<file path="src/rtl/sc_io_ports.sv">
// Memory-mapped I/O unit: synchronised, debounced input ports with LED mirror,
// writable output ports, sticky change status and a maskable interrupt.
module sc_io_ports #(
  parameter int N_IN         = 2,
  parameter int N_OUT        = 3,
  parameter int DW           = 32,
  parameter int LED_BITS     = 5,
  parameter int DEBOUNCE_CYC = 4
) (
  input  logic                     clock,
  input  logic                     resetn,
  input  logic [7:0]               addr,
  input  logic [DW-1:0]            wdata,
  input  logic                     we,
  input  logic                     re,
  output logic [DW-1:0]            rdata,
  input  logic [N_IN*DW-1:0]       in_port,
  output logic [N_OUT*DW-1:0]      out_port,
  output logic [N_IN*LED_BITS-1:0] led,
  output logic                     irq
);

  localparam int              CW       = (DEBOUNCE_CYC > 1) ? $clog2(DEBOUNCE_CYC) : 1;
  localparam logic [CW-1:0]   CNT_LAST = CW'(DEBOUNCE_CYC - 1);
  localparam logic [4:0]      N_IN_W   = 5'(N_IN);
  localparam logic [4:0]      N_OUT_W  = 5'(N_OUT);

  // Bus access: we and re are single-cycle strobes with no handshake; a write
  // takes effect on the edge it is sampled, a read loads rdata on that edge.
  logic [5:0] word;
  logic       in_sel, out_sel, status_sel, irq_en_sel;
  logic       unused_addr_bits;

  assign word             = addr[7:2];
  assign unused_addr_bits = ^addr[1:0];
  assign in_sel           = (word[5:4] == 2'b00) && ({1'b0, word[3:0]} < N_IN_W);
  assign out_sel          = (word[5:4] == 2'b01) && ({1'b0, word[3:0]} < N_OUT_W);
  assign status_sel       = (word == 6'h20);
  assign irq_en_sel       = (word == 6'h21);

  logic [N_IN*DW-1:0] stable_flat;
  logic [N_IN-1:0]    accept;
  logic [N_IN-1:0]    status_q;
  logic [N_IN-1:0]    irq_en_q;
  logic [N_IN-1:0]    w1c_mask;
  logic [DW-1:0]      rd_val;

  // Per-port synchroniser and debouncer.  A change arriving at sync2 restarts
  // the count on the same edge it lands, so acceptance falls on edge 2+DEBOUNCE_CYC.
  for (genvar i = 0; i < N_IN; i++) begin : g_in
    logic [DW-1:0]       s1, s2, stab;
    logic [CW-1:0]       cnt;
    logic [LED_BITS-1:0] led_q;
    logic                restart;

    assign restart   = (s1 != s2) || (s2 == stab);
    assign accept[i] = !restart && (cnt == CNT_LAST);

    always_ff @(posedge clock or negedge resetn) begin
      if (!resetn) begin
        s1    <= '0;
        s2    <= '0;
        stab  <= '0;
        cnt   <= '0;
        led_q <= '0;
      end else begin
        s1 <= in_port[i*DW +: DW];
        s2 <= s1;
        if (restart) begin
          cnt <= '0;
        end else if (accept[i]) begin
          stab  <= s2;
          led_q <= s2[LED_BITS-1:0];
          cnt   <= '0;
        end else begin
          cnt <= cnt + CW'(1);
        end
      end
    end

    assign stable_flat[i*DW +: DW]      = stab;
    assign led[i*LED_BITS +: LED_BITS]  = led_q;
  end

  always_ff @(posedge clock or negedge resetn) begin
    if (!resetn) begin
      out_port <= '0;
    end else if (we && out_sel) begin
      for (int j = 0; j < N_OUT; j++) begin
        if (word[3:0] == 4'(j)) out_port[j*DW +: DW] <= wdata;
      end
    end
  end

  assign w1c_mask = (we && status_sel) ? wdata[N_IN-1:0] : '0;

  // A bit accepted on the same edge as its W1C stays set.
  always_ff @(posedge clock or negedge resetn) begin
    if (!resetn) begin
      status_q <= '0;
      irq_en_q <= '0;
      irq      <= 1'b0;
    end else begin
      status_q <= (status_q & ~w1c_mask) | accept;
      if (we && irq_en_sel) irq_en_q <= wdata[N_IN-1:0];
      irq <= |(status_q & irq_en_q);
    end
  end

  always_comb begin
    rd_val = '0;
    if (in_sel) begin
      for (int i = 0; i < N_IN; i++) begin
        if (word[3:0] == 4'(i)) rd_val = stable_flat[i*DW +: DW];
      end
    end
    if (out_sel) begin
      for (int j = 0; j < N_OUT; j++) begin
        if (word[3:0] == 4'(j)) rd_val = out_port[j*DW +: DW];
      end
    end
    if (status_sel) rd_val = DW'(status_q);
    if (irq_en_sel) rd_val = DW'(irq_en_q);
  end

  // rdata samples pre-write state, so a same-cycle read/write returns the old value.
  always_ff @(posedge clock or negedge resetn) begin
    if (!resetn) begin
      rdata <= '0;
    end else if (re) begin
      rdata <= rd_val;
    end
  end

endmodule

</file>
<file path="config.mk">
export PLATFORM = sky130hd
export DESIGN_NAME = sc_io_ports
export DESIGN_NICKNAME = d
export VERILOG_FILES = /design/src/rtl/sc_io_ports.sv
export SDC_FILE = /design/constraint.sdc
export NUM_CORES = 1
export LEC_CHECK = 0
export ABC_CLOCK_PERIOD_IN_PS = 1900
export CORE_UTILIZATION = 48
export DETAILED_ROUTE_END_ITERATION = 6
export PLACE_DENSITY = 0.82
export SLEW_MARGIN = 15
export SYNTH_ARGS = -nofsm -noshare
export SYNTH_HDL_FRONTEND = slang
export SYNTH_SLANG_ARGS = --single-unit
</file>
<file path="constraint.sdc">
create_clock -name clock -period 1.9 [get_ports clock]
set_input_delay 0.57 -clock clock [delete_from_list [all_inputs] [get_ports clock]]
set_output_delay 0.57 -clock clock [all_outputs]
set_load 0.01 [all_outputs]
</file>
# After elaboration in Yosys (flattened, before gate mapping)
# Cells that the tools add are included.
# totals
word_cells	71
output_inout_bits	139
in_bits	108
reg_bits	339
# classes
n_reduce_logical	19
bitwise_logic	6
n_mux	14
add_sub_neg	2
n_eq_ne	11
order_cmp	2
# op_table
operator	n
$mux W32	9
$eq A32 B32 Y1	2
$ne A32 B32 Y1	2
$eq A6 B6 Y1 const B	2
$mux W2	5
$reduce_and A2 Y1	5
$lt A4 B2 Y1 const B	2
$logic_and A1 B1 Y1	7
$add A2 B1 Y2 const B	2
$and A2 B2 Y2	2
$eq A2 B2 Y1 const B	2
$eq A4 B1 Y1 const B	1
$eq A4 B2 Y1 const B	1
$logic_not A4 Y1	1
$eq A2 B1 Y1 const B	1
$logic_not A1 Y1	2
$logic_not A2 Y1	1
$logic_or A1 B1 Y1	2
$not A1 Y1	2
$not A2 Y2	1
$or A2 B2 Y2	1
$reduce_or A2 Y1	1

# Logic depth before layout (Yosys ltp)
# Gate-level depths: netlist of the first run.
# depth
ltp_word	10
depth_mapped	7
mapped_depth_nobuf	5

# Least setup slack after synthesis of the first run
# OpenSTA, ideal clock, no wires.
# synth_path
path_type	reg2reg
start	register g_in[1].s2[31]
end	register g_in[1].stab[12]
period_less_slack_ps	1956
path_buffers	1
t_arrival_ps	1831
path_stages_with_launch	7
path_slack_ps	-56
path_cell_list	dfrtp_1 xor2_1 nor4_1 nand4_1 o2111ai_4 buf_6 mux2_2
# synth_via
elab_chain_len	5
elab_cells_between_ends	7
cone_classes	eq/ne (2); bitwise (1); reduce/logical (4)
# synth_rtl
element	line	rtl
start: declaration	51	logic [DW-1:0] s1, s2, stab;
start signal: assignment	62	s2 <= '0;
start signal: assignment	68	s2 <= s1;
$ne A32 B32 Y1 / $eq A32 B32 Y1 (equally long branches)	56	assign restart = (s1 != s2) || (s2 == stab);
$logic_or A1 B1 Y1 *	56	
$logic_not A1 Y1	57	assign accept[i] = !restart && (cnt == CNT_LAST);
$logic_and A1 B1 Y1	57	
$reduce_and A2 Y1 (no source line) *	n/a	
end signal: assignment	63	stab <= '0;
end signal: assignment	72	stab <= s2;
end: declaration	51	
# Mark *: on every way between the ends. The rest lies on a longest branch, timed or not.
# A chain may end at the register's enable or synchronous reset.

# Worst setup path after layout of the first run
# layout_path
start	register g_in[1].s2[9]
end	register g_in[1].stab[12]
# Same word-level chain as after synthesis.

==> results of run 1 <==
[power groups by stage]
| stage | sequential (mW) | combinational, mW | clock (mW) |
|---|---|---|---|
| finish | 7.55 | 1.35 | 6.93 |
| floorplan | 7.66 | 0.446 | 0 |
| global placement | 7.66 | 1.36 | 0 |
| CTS | 7.55 | 1.35 | 7.03 |
| detailed placement | 7.68 | 1.39 | 0 |
| global route | 7.58 | 1.45 | 7.33 |
[stage by stage]
| step | hold WS [ps] | setup TNS [ps] | utilization, % | std cells |
|---|---|---|---|---|
| floorplan | 274 | -1530 | - | 917 |
| global placement | 379 | -72750 | 63.3 | 1634 |
| detailed placement | 385 | -78830 | 63.3 | 1634 |
| CTS | 402 | -14490 | 67.9 | 1704 |
| global route | 404 | -21190 | 68.4 | 1707 |
| finish | 399 | -17640 | 68.4 | 1707 |
[metal layers]
layer	global-route usage, %	vias up
li1	-	4094
met1	33.7	4657
met2	43.3	374
met3	4.67	81
met4	9.83	0
met5	0	-
[path summary, 6_finish.rpt]
path / start / endpoint / slack [ps] / cells after the start
max: g_in[1].s2[9] / g_in[1].stab[12] / -320 / 6
min: g_in[1].s1[2] / g_in[1].s2[2] / 400 / 0
max reg2reg: g_in[1].s2[9] / g_in[1].stab[12] / -320 / 6
min reg2reg: g_in[1].s1[2] / g_in[1].s2[2] / 400 / 0
max in group asynchronous: resetn / g_in[0].s2[22] / 660 / 3
min in group asynchronous: resetn / out_port[37] / 550 / 2
[what timing repair did]
action                     4_1_cts  5_1_grt
setup endpoints to repair      223      133
buffers inserted                 8        6
pin swaps                       19       13
resized for setup              182       20
hold endpoints to repair        33        0
cloned                           2        2
hold buffers                     1        0
[cell type report]
| class | instances | share of cell area, % |
|---|---|---|
| Clock buffer | 48 | 5.50 |
| Clock inverter | 12 | 0.729 |
| Inverter | 3 | 0.0591 |
| Multi-Input combinational cell | 532 | 28.0 |
| Sequential cell | 329 | 43.3 |
| Tap cell | 378 | 2.48 |
| Timing Repair Buffer | 405 | 20.0 |
[sequential cells by signal (all words and copies together), names as in the netlist]
register,flops
rdata,32
irq,1
g_in.stab,64
g_in.cnt,4
status_q,2
out_port,96
irq_en_q,2
g_in.s2,64
g_in.s1,64
[critical path: cells and delay by family, from the launching register on]
kind,cells,cell delay [ps]
flops,1,450
xor+xnor,1,190
buf+inv,1,220
mux,1,350
compound gates,1,330
simple gates,2,570
[logic make-up (layout without fill, tap and decap cells)]
logic type | Yosys count | count (layout)
AO/OA/AOI/OAI | 105 | 105
XOR/XNOR | 128 | 128
adder cells (fa/ha/maj) | 2 | 2
buffers and inverters | 56 | 468
flip-flops | 329 | 329
multiplexers | 225 | 225
AND/OR/NAND/NOR | 72 | 72
[cells in the final DEF, fill, tap and decap left out, drive strengths merged, types with 21 or more instances in the layout]
| cell | n |
|---|---|
| a22oi | 32 |
| buf | 162 |
| clkbuf | 50 |
| clkdlybuf4s50 | 98 |
| dfrtp | 329 |
| dlygate4sd2 | 132 |
| mux2 | 194 |
| mux2i | 31 |
| nand4 | 23 |
| nor4 | 21 |
| o21a | 30 |
| o221ai | 30 |
| xnor2 | 64 |
| xor2 | 64 |
==> flow_summary_export.csv, run 1 <==
group,metric,value,unit
status,status,"finished, violations left",
status,violations,"setup timing",
detailed_routing,drc_errors,0,
worst_setup_path,end_kind,"flop",
detailed_routing,dr.first_iter.drc_count,717,
detailed_routing,first_pass_iters,5,
detailed_routing,vias,9206,
worst_setup_path,worst_path_max_delay_cell,"dfrtp_1",
final_layout,syn_to_final_growth,39.6,%
timing,worst_pin_slew,402,ps
worst_setup_path,crit_chain,"xor2_1 -> nor4_1 -> nand4_1 -> o2111ai_4 -> buf_12 -> mux2_2",
floorplan,row_count,61,
power_and_ir_drop,power.share.switching,22.6,%
power_and_ir_drop,power,15.8,mW
timing,hold_viol,0,
global_routing,grt.overflow.total,0,
logic_synthesis,yosysTopAreaCellShare,60.3,%
logic_synthesis,syn-cell-area,13600,sq um
placed_design,io_buffers,244,
worst_setup_path,critical_path_class,"flop to flop",
power_and_ir_drop,intPower,12.3,mW
logic_synthesis,ys_seq_elements,329,
logic_synthesis,ys_seq_area_share,60.3,%
power_and_ir_drop,power_frac_seq,47.7,%
worst_setup_path,startpoint_type,"flop",
hold_path,hp-class,"flop to flop",
timing,setup_viol,65,
power_and_ir_drop,combPwrFrac,8.5,%
power_and_ir_drop,vdd_drop_max,0.635,mV
logic_synthesis,synth_common_cells,"329 x dfrtp_1, 157 x mux2_2, 64 x xnor2_1, 64 x xor2_1, 32 x a22oi_1",
detailed_routing,ant_nets,0,
logic_synthesis,postSynthCellCount,917,
final_layout,fillers,1904,
timing,fin_skew,13.2,ps
placed_design,placed_area,17600,sq um
global_routing,grtUsageTotal,25.9,%
logic_synthesis,yosys-top-cells-area,"dfrtp_1 60%, mux2_2 13%, xnor2_1 4.1%",
worst_setup_path,required,2290,ps
final_layout,fin_nets,1415,
logic_synthesis,synth_edf_count,0,
clock_tree,cts.htree.levels,2,
final_layout,drive_above_1_share,33.3,%
clock_tree,clk_pin_slew,60,ps
logic_synthesis,yosysMostFrequentCell,"dfrtp_1",
global_routing,grt_first_pass_wirelength,56400,um
floorplan,core_area,27900,sq um
clock_tree,cts_tree,"done",
floorplan,fp.dieW,171,um
detailed_routing,wl_met3,2230,um
logic_synthesis,synth_compound_area_share,6.28,%
placed_design,gp_congestion,0.860,
detailed_routing,post_drt_wl_per_cell,21.8,um
power_and_ir_drop,p_leak,9.54,nW
logic_synthesis,yosys.cell_types.count,37,
floorplan,die_area,29100,sq um
global_routing,grt_max_degree,65,
logic_synthesis,async_reset_ff_share,100,%
worst_setup_path,critical_path_arrival,2610,ps
placed_design,dp_hpwl,26500,um
floorplan,pin_count,247,
detailed_routing,wl_met2,18100,um
clock_tree,cts-root-buf,"clkbuf_16",
logic_synthesis,synth.area.mux_share,19.1,%
logic_synthesis,avgSynthCellArea,14.9,sq um
timing,relSlewSlack,73.2,%
logic_synthesis,synth_area_leader_cell,"dfrtp_1",
global_routing,antenna_found_initial,0,
detailed_routing,wl_met1,15500,um
timing,fin_crit,2220,ps
logic_synthesis,synth_xor_area_share,8.22,%
placed_design,pre_cts_ws,-586,ps
clock_tree,clock_sinks,329,
logic_synthesis,yosys.area_share.simple,3.62,%
final_layout,multiInputGateArea,5330,sq um
floorplan,fp.dieH,171,um
clock_tree,cts_inserted_buffers,34,
final_layout,diodes,0,
clock_tree,clock_latency,510,ps
logic_synthesis,mappedNetlistNets,1027,
final_layout,final_area,19000,sq um
timing,drv_slew,0,
final_layout,seq_area,8240,sq um
logic_synthesis,yosys_warnings,0,
worst_setup_path,max_stage_delay,450,ps
timing,finalWorstSetupSlack,-315,ps
global_routing,grt_pass1_vias,9783,
timing,rsz0062_at_grt,"true",
logic_synthesis,synth_top_family_by_area,"multiplexers",
power_and_ir_drop,clock_power_share,43.8,%
flow_run,maxCapViolCount,0,
logic_synthesis,synth-main-ff-cell,"dfrtp_1",
floorplan,start_util,49.0,%
clock_tree,cts_buffer_depth,3,
logic_synthesis,synthAdderAreaFrac,0.183,%
detailed_routing,drt_wl_total,37200,um
detailed_routing,vias_per_cell,5.39,
worst_setup_path,critPathMaxFanout,17,
detailed_routing,maxUsedRoutingLayer,"met4",
timing,fin_crit_sh,117,%
power_and_ir_drop,power_switching,3.57,mW
power_and_ir_drop,power.density,831,nW/um^2
timing,max_freq,0.451,GHz
Power figures use the tool's default switching activity.
==> inputs of run 2 (changes only) <==
Settings changed: CTS_CLUSTER_DIAMETER set to 30.
==> flow_summary_export.csv, run 2 (synthesis results as in run 1) <==
group,metric,value,unit
placed_design,gp_congestion,0.860,
hold_path,holdPathEnd,"g_in[0].s2[19]",
final_layout,syn_to_final_growth,46.7,%
clock_tree,cts-root-buf,"clkbuf_16",
timing,fin_crit_sh,123,%
clock_tree,cts_buffer_depth,3,
final_layout,regMostFlops,"out_port",
final_layout,fin_nets,1454,
timing,worst_pin_slew,446,ps
detailed_routing,wl_met1,16200,um
power_and_ir_drop,vdd_drop_max,0.724,mV
status,violations,"setup timing",
detailed_routing,post_drt_wl_per_cell,22.7,um
worst_setup_path,critical_path_arrival,2790,ps
placed_design,pre_cts_ws,-586,ps
global_routing,grt.overflow.total,0,
clock_tree,cts.htree.levels,2,
detailed_routing,ant_nets,0,
final_layout,mostFrequentLayoutCell,"dfrtp_1",
worst_setup_path,end_kind,"flop",
timing,setup_viol,68,
flow_run,maxCapViolCount,0,
timing,drv_slew,0,
worst_setup_path,r2r-end,"g_in[0].stab[0]",
worst_setup_path,r2r_setup_slack,-440,ps
timing,relSlewSlack,70.1,%
detailed_routing,vias_per_cell,5.48,
detailed_routing,maxUsedRoutingLayer,"met4",
detailed_routing,drt_wl_total,40200,um
timing,rsz0062_at_grt,"true",
timing,finalWorstSetupSlack,-441,ps
timing,max_freq,0.427,GHz
final_layout,final_core_util,71.8,%
detailed_routing,dr.first_iter.drc_count,800,
floorplan,fp.dieH,171,um
hold_path,hp-class,"flop to flop",
global_routing,grt_first_pass_wirelength,60100,um
final_layout,largest_register_ffs,96,
timing,fin_skew,14.6,ps
timing,fin_crit,2340,ps
worst_setup_path,critical_path_class,"flop to flop",
floorplan,die_area,29100,sq um
floorplan,core_area,27900,sq um
detailed_routing,first_pass_iters,5,
detailed_routing,wl_met2,20100,um
worst_setup_path,required,2340,ps
hold_path,worstHoldStart,"g_in[0].s1[19]",
power_and_ir_drop,p_leak,10.0,nW
worst_setup_path,reg2reg_depth,7,
floorplan,row_count,61,
global_routing,grtUsageTotal,27.5,%
detailed_routing,drc_errors,0,
detailed_routing,wl_met3,2460,um
detailed_routing,vias,9694,
floorplan,pin_count,247,
final_layout,mostFrequentLayoutCells,"320 x dfrtp_1, 142 x buf_4, 139 x mux2_2",
global_routing,grt_max_degree,65,
clock_tree,cts_tree,"done",
placed_design,dp_hpwl,26500,um
clock_tree,clock_latency,570,ps
power_and_ir_drop,power.density,942,nW/um^2
status,status,"finished, violations left",
final_layout,fillers,1723,
worst_setup_path,critPathMaxFanout,8,
clock_tree,cts_inserted_buffers,54,
floorplan,start_util,49.0,%
final_layout,drive_above_1_share,37.8,%
global_routing,grt_pass1_vias,10400,
floorplan,fp.dieW,171,um
placed_design,io_buffers,244,
worst_setup_path,r2r_start,"g_in[0].s2[18]",
hold_path,min_path_cells,0,
global_routing,antenna_found_initial,1,
worst_setup_path,startpoint_type,"flop",
timing,hold_viol,0,
clock_tree,clk_pin_slew,50,ps
clock_tree,clock_sinks,329,
run 2: cell count changes in the layout (fill, tap and decap cells not counted), sizes merged, moves of 2 or more:
cell / delta
buf: +24
clkbuf: +16
inv: +13
clkinvlp: +12
clkdlybuf4s15: -6
dlygate4sd2: -5
clkinv: +3
bufinv: +2
dlymetal6s2s: +2
run 2: worst max-delay path by stage:
stage                     start  slack (ps)  depth (start not counted)          endpoint
2_1_floorplan  g_in[1].stab[19]         -40                          6  g_in[1].stab[11]
3_3_place_gp            addr[5]        -550                          8         rdata[13]
3_5_place_dp            addr[5]        -590                          7         rdata[13]
4_1_cts           g_in[0].s2[3]        -350                          8  g_in[0].stab[21]
5_1_grt           g_in[1].s2[9]        -480                          7   g_in[1].stab[6]
6_report         g_in[0].s2[18]        -440                          7   g_in[0].stab[0]
run 2: worst max-delay path, cell delays in order (launching register included):
cell and delay (ps):
dfrtp_1 450, xor2_1 240, nor4_2 310, nand4_1 250
o2111ai_4 330, buf_6 170, buf_12 130, mux2_2 340
run 2: power breakdown:
part / internal, mW / switching (mW)
logic: 0.736 / 0.648
registers: 7.30 / 0.272
clock network: 6.22 / 3.68
run 2: routing by layer:
layer,vias up,global-route usage (%)
met5,-,0
met4,0,11.6
met3,88,4.72
met2,447,46.0
met1,4954,35.4
li1,4205,-
run 2: through the flow:
step	hold slack [ps]	power, mW	TNS (ps)	area [sq um]	instances
2_1_floorplan	274	8.10	-1530	13700	917
3_3_place_gp	379	9.02	-72750	17600	1634
3_5_place_dp	385	9.06	-78830	17600	1634
4_1_cts	399	18.9	-18920	19600	1751
5_1_grt	404	19.5	-29410	20000	1769
6_report	394	18.9	-23880	20000	1769
run 2: area by class of cell:
class	instances	area, sq um	area share, %
clock inverter	42	469	2.34
tap	378	473	2.36
inverter	3	11.3	0.0563
antenna	1	2.50	0.0125
sequential	329	8240	41.2
timing repair buffer	424	4000	20.0
multi-input combinational	532	5380	26.9
clock buffer	60	1420	7.12
run 2: repair_timing:
| item | 4_1_cts | 5_1_grt |
|---|---|---|
| endpoints found under the setup margin | 209 | 137 |
| hold endpoints to repair | 33 | 0 |
| hold buffers | 1 | 0 |
| resized for setup | 191 | 55 |
| buffers inserted | 11 | 21 |
| cloned | 3 | 5 |
| pin swaps | 18 | 28 |
